File: src/rtl/mult_pkg.sv
// Shared state encoding and default widths for the restoring multiplier.
package mult_pkg;
  typedef enum logic [1:0] {
    S_IDLE = 2'd0,
    S_CALC = 2'd1,
    S_DONE = 2'd2
  } state_t;

  localparam int QW_D = 6;
  localparam int DW_D = 6;
  localparam int RW_D = 7;
  localparam int PW_D = 13;
endpackage

File: src/rtl/mult_controller.sv
// Sequencer for the shift-add multiplier: FSM, iteration counter, busy/done.
// Optional EARLY_TERM_EN ends iteration once the remaining multiplier bits are zero.
//
// state  | meaning
// S_IDLE | waiting for start; operands load on the launching edge
// S_CALC | one shift-add iteration per clock
// S_DONE | single-cycle done pulse, product registered
module mult_controller
  import mult_pkg::*;
#(
  parameter int QW = QW_D,
  parameter int CW = 3
) (
  input  logic clk,
  input  logic rst,
  input  logic start,
  input  logic mplier_lsb,
`ifdef EARLY_TERM_EN
  input  logic mplier_last,
`endif
  output logic ld,
  output logic sh,
  output logic add_en,
  output logic fin,
  output logic busy,
  output logic done
);

  state_t state, state_nxt;
  logic [CW-1:0] cnt;
  logic last_iter;

`ifdef EARLY_TERM_EN
  assign last_iter = (cnt == CW'(QW - 1)) || mplier_last;
`else
  assign last_iter = (cnt == CW'(QW - 1));
`endif

  always_ff @(posedge clk or negedge rst) begin
    if (!rst) begin
      state <= S_IDLE;
      cnt   <= '0;
    end else begin
      state <= state_nxt;
      if (ld)
        cnt <= '0;
      else if (sh)
        cnt <= cnt + 1'b1;
    end
  end

  always_comb begin
    state_nxt = state;
    ld        = 1'b0;
    sh        = 1'b0;
    add_en    = 1'b0;
    fin       = 1'b0;
    case (state)
      S_IDLE: begin
        if (start) begin
          ld        = 1'b1;
          state_nxt = S_CALC;
        end
      end
      S_CALC: begin
        sh     = 1'b1;
        add_en = mplier_lsb;
        if (last_iter) begin
          fin       = 1'b1;
          state_nxt = S_DONE;
        end
      end
      S_DONE:  state_nxt = S_IDLE;
      default: state_nxt = S_IDLE;
    endcase
  end

  assign busy = (state == S_CALC);
  assign done = (state == S_DONE);

endmodule

File: src/rtl/restoring_multiplier.sv
// Rebuilds a dividend as quotient*divisor + rem with one shift-add per clock.
// Optional EARLY_TERM_EN: finish as soon as the remaining multiplier bits are zero.
module restoring_multiplier
  import mult_pkg::*;
#(
  parameter int QW = QW_D,
  parameter int DW = DW_D,
  parameter int RW = RW_D,
  parameter int PW = PW_D,
  parameter int CW = 3
) (
  input  logic          clk,
  input  logic          rst,
  input  logic          start,
  input  logic [QW-1:0] quotient,
  input  logic [DW-1:0] divisor,
  input  logic [RW-1:0] rem,
  output logic          busy,
  output logic          done,
  output logic [PW-1:0] dividend
);

  logic [PW-1:0] acc, acc_nxt, mcand;
  logic [QW-1:0] mplier;
  logic ld, sh, add_en, fin;

  mult_controller #(.QW(QW), .CW(CW)) u_ctrl (
    .clk         (clk),
    .rst         (rst),
    .start       (start),
    .mplier_lsb  (mplier[0]),
`ifdef EARLY_TERM_EN
    .mplier_last (~|mplier[QW-1:1]),
`endif
    .ld          (ld),
    .sh          (sh),
    .add_en      (add_en),
    .fin         (fin),
    .busy        (busy),
    .done        (done)
  );

  // PW is sized so this sum never wraps.
  assign acc_nxt = add_en ? acc + mcand : acc;

  always_ff @(posedge clk or negedge rst) begin
    if (!rst) begin
      acc      <= '0;
      mcand    <= '0;
      mplier   <= '0;
      dividend <= '0;
    end else begin
      if (ld) begin
        acc    <= PW'(rem);
        mcand  <= PW'(divisor);
        mplier <= quotient;
      end else if (sh) begin
        acc    <= acc_nxt;
        mcand  <= mcand << 1;
        mplier <= mplier >> 1;
      end
      if (fin)
        dividend <= acc_nxt;
    end
  end

endmodule

File: config.mk
export PLATFORM = sky130hd
export DESIGN_NAME = restoring_multiplier
export DESIGN_NICKNAME = d
export VERILOG_FILES = /design/src/rtl/mult_pkg.sv /design/src/rtl/mult_controller.sv /design/src/rtl/restoring_multiplier.sv
export SDC_FILE = /design/constraint.sdc
export NUM_CORES = 1
export LEC_CHECK = 0
export ABC_AREA = 1
export ABC_CLOCK_PERIOD_IN_PS = 2500
export CORE_MARGIN = 2
export CORE_UTILIZATION = 35
export DETAILED_ROUTE_END_ITERATION = 12
export GPL_TIMING_DRIVEN = 0
export PLACE_DENSITY = 0.66
export SETUP_SLACK_MARGIN = 0.05
export SYNTH_ARGS = -nofsm -noshare
export SYNTH_HDL_FRONTEND = slang
export SYNTH_SLANG_ARGS = --single-unit
export TNS_END_PERCENT = 10
File: constraint.sdc
create_clock -name clk -period 2.5 [get_ports clk]
set_clock_uncertainty 0.1 [all_clocks]
set_input_delay 0.25 -clock clk [delete_from_list [all_inputs] [get_ports clk]]
set_output_delay 0.25 -clock clk [all_outputs]
set_load 0.1 [all_outputs]
# Word level (Yosys, flattened, before mapping)
# Index checks and enable logic that the tools add are counted.
[totals]
register_bits = 50
in_bits = 22
output_inout_bits = 15
wordCells = 34
[op_classes]
n_addsub = 2
n_eq_ne = 5
muxes = 18
reduce_logical = 3
[ops]
columns = ["op", "n"]
rows = [
  ["13-bit 2-to-1 mux", 5],
  ["13-bit adder", 1],
  ["6-bit 2-to-1 mux", 2],
  ["1-bit 2-to-1 mux", 6],
  ["3-bit 2-to-1 mux", 2],
  ["2-bit 2-to-1 mux", 2],
  ["2-bit one-hot mux with 2 select lines", 1],
  ["3-bit by 1-bit adder with 3-bit output (second input constant)", 1],
  ["3-bit equality test (second input constant)", 1],
  ["2-bit by 1-bit equality test with 1-bit output (second input constant)", 1],
  ["2-bit equality test (second input constant)", 1],
  ["2-bit logical NOT", 1],
  ["2-bit by 1-bit inequality test with 1-bit output (second input constant)", 1],
  ["2-bit inequality test (second input constant)", 1],
  ["2-bit AND reduction", 1],
  ["2-bit nonzero test", 1],
]

# Longest topological paths before layout
# Gate-level depths: netlist of the first run.
[logic_depth]
depth_word = 5
depth_mapped = 12
ltp_nobuf = 12

# Cells and area by module
# A second synthesis of the first run with hierarchy kept.
[hier_totals]
hier_cells = 376
hier_area_um2 = 2949.1
[modules_own_cells]
columns = ["mod", "n_inst", "cells_each", "area_per_inst_um2", "seq_area_each_um2"]
rows = [
  ["restoring_multiplier", 1, 338, 2660.1, 1126.1],
  ["mult_controller", 1, 38, 289.0, 125.1],
]

# Worst setup path before layout of the first run
# Ideal clock, no wire load.
[synth_path]
path_kind = "reg2out"
start = "register u_ctrl.state[0]"
end = "output port done"
t_arrival_ns = 1.655
t_required_ns = 2.150
slack_ns = 0.495
path_stages_with_launch = 2
n_path_buf = 0
path_cell_list = "dfrtp_1 -> nor2_1"
[synth_between]
elab_chain_cells = 1
[synth_lines]
columns = ["item", "line", "rtl"]
rows = [
  ["from (decl)", "mult_controller.sv:29", "state_t state, state_nxt;"],
  ["from (signal assigned)", "mult_controller.sv:44", "state <= state_nxt;"],
  ["2-bit equality test", "mult_controller.sv:79", "assign done = (state == S_DONE);"],
  ["to (decl)", "restoring_multiplier.sv:19", "output logic done,"],
]
# No other way between the ends.

# Worst setup path after layout of the first run
# Ends and elaborated chain as after synthesis.

==> results of run 1 <==
## layout by cell type (no fill, tap or decap), types with 2 or more instances in the layout
cell / n
clkbuf_8: 5
inv_2: 4
nand2_1: 104
or2_2: 7
nand3_2: 5
a21oi_1: 5
o221ai_1: 10
o21ai_1: 13
mux2i_1: 2
o22ai_1: 8
nor2_2: 3
clkbuf_1: 3
clkdlybuf4s50_1: 34
o21ai_0: 3
inv_1: 44
ha_1: 14
nor2_1: 21
nand2_2: 4
nand4_1: 4
xor2_1: 3
nand3_1: 23
xnor2_1: 5
dfrtp_1: 50
buf_4: 2
buf_2: 7
## metal layers
layer / routed length (um) / vias up / part of all wire, %
li1: - / 1214 / -
met1: 3160 / 1070 / 49
met2: 2890 / 39 / 45
met3: 260 / 9 / 4.1
met4: 108 / 0 / 1.7
met5: 0 / - / 0
## how the worst max path moves through the flow
stage                     cells after the start        end  slack (ns)            start
final                                         2       done        0.15  u_ctrl.state[0]
after floorplan                               1       done        0.49  u_ctrl.state[0]
after global routing                          2       done        0.08  u_ctrl.state[0]
after detailed placement                      4       busy        0.40  u_ctrl.state[1]
after CTS                                     2       done        0.13  u_ctrl.state[0]
after global placement                        1  mplier[4]       -0.40              rst
## flip-flops by register name, indices dropped and copies added (netlist names)
signal and flops:
u_ctrl.state 2, u_ctrl.cnt 3, mplier 6, mcand 13, acc 13, dividend 13
## Yosys cell counts
library cell / n / area share [%]
o21bai_1: 1 / 0.27
buf_6: 1 / 0.40
mux2i_1: 2 / 0.71
clkbuf_1: 2 / 0.27
inv_2: 4 / 0.54
ha_1: 14 / 6.2
o221ai_1: 10 / 3.1
nand2_1: 104 / 14
dfrtp_1: 50 / 45
nand4_1: 4 / 0.89
o21ai_1: 13 / 2.3
nand3_1: 23 / 4.1
a21oi_2: 1 / 0.31
nor2_2: 3 / 0.67
buf_2: 6 / 1.1
inv_1: 44 / 5.9
a21o_1: 1 / 0.27
o22ai_1: 8 / 1.8
nand2_2: 4 / 0.89
nor3_2: 1 / 0.36
xnor2_1: 5 / 1.6
buf_4: 2 / 0.54
or2_2: 7 / 1.6
nor2_1: 21 / 2.8
fa_1: 1 / 0.71
nand3_2: 5 / 1.8
xor2_1: 3 / 0.94
a21oi_1: 5 / 0.89
o21ai_0: 3 / 0.54
## cell type report
class                   instances  area (um2)
plain buffers                  11        63.8
clock buffers                   6        72.6
clock inverters                 2        13.8
fillers                       802        4330
inverters                      48         180
multi-input cells             239        1310
flip-flops and latches         50        1250
well taps                     102         128
repair buffers                 38         384
## worst max-delay path, cell delays in order, from the launching register on
cell,delay (ns)
dfrtp_1,0.42
nor2_1,0.13
clkdlybuf4s50_1,1.14
## per-stage QoR
stage | hold slack, ns | setup TNS [ns] | instances
after floorplan | -0.146 | 0 | 348
after global placement | 0.367 | -19.84 | 486
after detailed placement | 0.144 | 0 | 487
after CTS | 0.341 | 0 | 496
after global routing | 0.362 | 0 | 496
final | 0.328 | 0 | 496
## timing repair
item | 4_1_cts | 5_1_grt
hold buffers | 1 | 0
endpoints found under the hold margin | 19 | 0
gates resized for setup | 1 | 0
setup endpoints to repair | 1 | 0
## logic make-up (layout without fill, tap and decap cells)
| logic type | after synthesis | after routing |
|---|---|---|
| AO/OA/AOI/OAI | 42 | 42 |
| multiplexers | 2 | 2 |
| AND/OR/NAND/NOR | 172 | 172 |
| XOR/XNOR | 8 | 8 |
| flip-flops | 50 | 50 |
| adder cells (fa/ha/maj) | 15 | 15 |
| buffers and inverters | 59 | 105 |
==> impl_metrics.py, run 1 <==
metrics = {
    "setup_path": {
        "r2r_setup_slack_ns": 0.44,
        "crit_type": "flip-flop to primary output",
        "required_ns": 2.15,
        "crit_fanout": 3,
        "timing.rr.end": "dividend[6]",
        "rr_worst_depth": 10,
        "worst_setup_path_start_kind": "flip-flop",
        "cp.arrival_ns": 2.00,
        "r2r_start": "acc[0]",
        "crit_path_end_kind": "primary output",
    },
    "status": {
        "status": "finished clean",
    },
    "floorplan": {
        "io_pins": 37,
        "start_util_pct": 36.3,
        "chipWidth_um": 93.5,
        "placementRows": 32,
        "die_y_um": 93.5,
        "die-area_um2": 8740,
        "core_area_um2": 7730,
    },
    "placed_design": {
        "place_congestion": 0.869,
        "pre_cts_slack_ns": 0.397,
        "dpl.hpwl_um": 4870,
        "io_buffers": 36,
        "placed_area_um2": 3310,
    },
    "final_layout": {
        "final_cell_area_um2": 3400,
        "drive_gt1_share_pct": 10.9,
        "final_core_util_pct": 44.0,
        "fin_nets": 430,
        "antennaDiodeCount": 0,
        "area_growth_pct": 21.3,
    },
    "timing": {
        "period_share_pct": 94.0,
        "fin_ws_ns": 0.150,
        "finalHoldViolCount": 0,
        "drv_slew": 0,
        "max_slew.worst_pin.slew_ns": 0.972,
        "rsz0062_at_grt": "no",
        "period_minus_slack_ns": 2.35,
        "setup_violations": 0,
        "fmax_mhz": 426,
        "slew_headroom_pct": 35.0,
    },
    "route": {
        "wire_per_inst_um": 12.9,
        "firstDrtPassIters": 4,
        "ant_nets": 0,
        "drc_errors": 0,
        "vias": 2332,
        "drt_iter0_drc": 125,
        "viasPerCell": 4.70,
        "routed_wl_um": 6420,
    },
    "global_routing": {
        "grt_pass1_vias": 2426,
        "antenna_found_initial": 0,
        "grt_util_met2_pct": 26.5,
        "grt_usage_pct": 16.4,
        "met1_usage_pct": 22.0,
        "grt_pass1_wl_um": 11200,
        "grt_util_met3_pct": 3.22,
        "grt_max_degree": 32,
        "grt.overflow.total": 0,
        "grt.busiest_layer": "met2",
    },
    "clocking": {
        "htree_levels": 2,
        "cts_num_sinks": 50,
        "cts-buffers-inserted": 5,
        "root_buffer": "clkbuf_8",
        "postCtsSetupRepairBufs": 0,
        "cts_buffer_depth": 2,
        "cts_tree": "done",
        "clkTransAtPathRegs_ns": 0.09,
        "insertion_delay_ns": 0.31,
    },
    "synth": {
        "yosys_register_bits": 50,
        "syn_area_um2": 2800,
        "synth_mux_area_share_pct": 0.714,
        "ys_warn_count": 0,
        "synth-xor-area-share_pct": 2.50,
        "yosys.area_share.adder_pct": 6.96,
        "synth_fp_nets": 385,
        "synth_top_family_by_area": "simple AND/OR/NAND/NOR gates",
        "ys_seq_area_share_pct": 44.6,
        "synthCells": 348,
        "postSynthAreaPerCell_um2": 8.06,
        "synth.distinct_cells": 29,
        "synth-compound-area-share_pct": 9.50,
        "yosys.area_share.simple_pct": 27.0,
    },
    "worst_hold_path": {
        "hp-class": "input port to async pin",
    },
    "run": {
        "cap_viol_max_count": 0,
    },
}
Power of run 1 is not shown: default switching activity piles up to over one toggle a cycle in this logic, so the estimate is an artifact.
==> run 2, diff against run 1 <==
Settings changed: CELL_PAD_IN_SITES_DETAIL_PLACEMENT set to 0, CELL_PAD_IN_SITES_GLOBAL_PLACEMENT set to 1, GPL_ROUTABILITY_DRIVEN set to 0, PLACE_DENSITY 0.66 to 0.78.
==> run 2 against run 1 <==
Effect of this change:
- non-clock buffer count is the same
- flip-flop and latch count did not move
- fmax grew 0.68%
- clock-buffer cell count up 1
- highest routed layer unchanged
==> impl_metrics.py, run 2 (same netlist as run 1, synthesis figures left out) <==
metrics = {
    "clocking": {
        "htree_levels": 2,
        "clkTransAtPathRegs_ns": 0.09,
        "cts-buffers-inserted": 5,
        "insertion_delay_ns": 0.30,
        "cts_buffer_depth": 2,
        "root_buffer": "clkbuf_8",
        "cts_tree": "done",
        "cts_num_sinks": 50,
    },
    "timing": {
        "setup_violations": 0,
        "drv_slew": 0,
        "fin_ws_ns": 0.166,
        "finalHoldViolCount": 0,
        "period_minus_slack_ns": 2.33,
        "slew_headroom_pct": 35.0,
        "max_slew.worst_pin.slew_ns": 0.972,
        "period_share_pct": 93.4,
        "fmax_mhz": 428,
        "rsz0062_at_grt": "no",
    },
    "final_layout": {
        "multi_input_area_um2": 1310,
        "final_cell_area_um2": 3420,
        "drive_gt1_share_pct": 11.2,
        "ff_latch_area_um2": 1250,
        "fin_nets": 430,
        "fin_cells": 496,
        "final_core_util_pct": 44.3,
        "antennaDiodeCount": 0,
        "fill_cells": 791,
        "final_common_cell": "nand2_1",
        "area_growth_pct": 22.0,
        "largestRegisters": "acc: 13 flops, dividend: 13 flops, mcand: 13 flops",
        "final_cell_mix": "104 x nand2_1, 50 x dfrtp_1, 44 x inv_1",
    },
    "route": {
        "firstDrtPassIters": 4,
        "viasPerCell": 4.65,
        "drt_iter0_drc": 110,
        "routed_wl_um": 6280,
        "wire_per_inst_um": 12.7,
        "ant_nets": 0,
        "vias": 2306,
        "drc_errors": 0,
    },
    "floorplan": {
        "placementRows": 32,
        "start_util_pct": 36.3,
        "die_y_um": 93.5,
        "io_pins": 37,
        "core_area_um2": 7730,
        "chipWidth_um": 93.5,
        "die-area_um2": 8740,
    },
    "global_routing": {
        "grt_pass1_wl_um": 11300,
        "grt_max_degree": 28,
        "antenna_found_initial": 0,
        "grt_usage_pct": 16.1,
        "grt_pass1_vias": 2443,
        "grt.overflow.total": 0,
    },
    "setup_path": {
        "crit_path_end_kind": "primary output",
        "cp_num_buf_inv": 1,
        "rr_worst_depth": 9,
        "timing.rr.end": "dividend[8]",
        "worstPathCellList": "nor2_1 > clkdlybuf4s50_1",
        "cpMaxStageDelayCell": "clkdlybuf4s50_1",
        "required_ns": 2.15,
        "cp_top_family": "buffers and inverters",
        "worst_setup_path_start_kind": "flip-flop",
        "cp.arrival_ns": 1.98,
        "cpPeakStageDelay_ns": 1.14,
        "cp.depth": 2,
        "r2r_start": "acc[0]",
        "r2r_setup_slack_ns": 0.42,
        "crit_fanout": 3,
        "crit_type": "flip-flop to primary output",
    },
    "placed_design": {
        "dpl.hpwl_um": 4950,
        "io_buffers": 36,
        "pre_cts_slack_ns": 0.389,
        "placed_area_um2": 3310,
        "dp_cells": 487,
    },
    "worst_hold_path": {
        "min_to": "dividend[10]",
        "hold_path_depth": 2,
        "hp-class": "flip-flop to flip-flop",
        "min_from": "dividend[10]",
    },
    "run": {
        "cap_viol_max_count": 0,
    },
    "status": {
        "status": "finished clean",
    },
}
==> run 2: cell count changes in the layout (fill, tap and decap cells not counted) <==
cell / change
clkbuf_8: +2
clkinv_2: -1
clkbuf_1: -1
==> run 2: per-layer routing <==
| metal | up-vias | wire, um | GRT usage [%] |
|---|---|---|---|
| met1 | 1076 | 3220 | 22.5 |
| li1 | 1202 | - | - |
| met5 | - | 0 | 0 |
| met2 | 24 | 2890 | 26.8 |
| met4 | 0 | 65 | 3.68 |
| met3 | 4 | 107 | 1.93 |
==> run 2: how the worst max path moves through the flow <==
stage                          from      end  slack (ns)
floorplan           u_ctrl.state[0]     done        0.49
global placement                rst  acc[11]       -0.44
detailed placement  u_ctrl.state[1]     busy        0.39
CTS                 u_ctrl.state[0]     done        0.15
global route        u_ctrl.state[0]     done        0.13
finish              u_ctrl.state[0]     done        0.17
==> run 2: timing repair <==
item | CTS | global route
hold endpoints to repair | 26 | 0
hold buffers | 1 | 0
setup endpoints to repair | 1 | 0
gates resized for setup | 1 | 0
buffers inserted | 0 | 0
==> run 2: layout make-up <==
cell class	count	area share, %
buffer	11	1.87
tap	102	3.73
multi-input combinational	239	38.3
inverter	48	5.27
clock inverter	1	0.256
sequential	50	36.6
timing repair buffer	38	11.2
clock buffer	7	2.82
==> run 2: through the flow <==
step                hold WS, ns  TNS, ns
detailed placement        0.214        0
CTS                       0.383        0
global route              0.387        0
global placement          0.367   -21.67
finish                    0.383        0
floorplan                -0.146        0
==> run 2: worst register-to-register path, delay by kind of cell (launching register included) <==
kind | cells | cell delay (ns)
AOI/OAI and AO/OA | 1 | 0.16
and+or+nand+nor | 5 | 0.47
xor gates and xnor gates | 1 | 0.16
DFF | 1 | 0.39
adders and majority gates | 2 | 0.69
Power of run 2 is left out for the same reason.
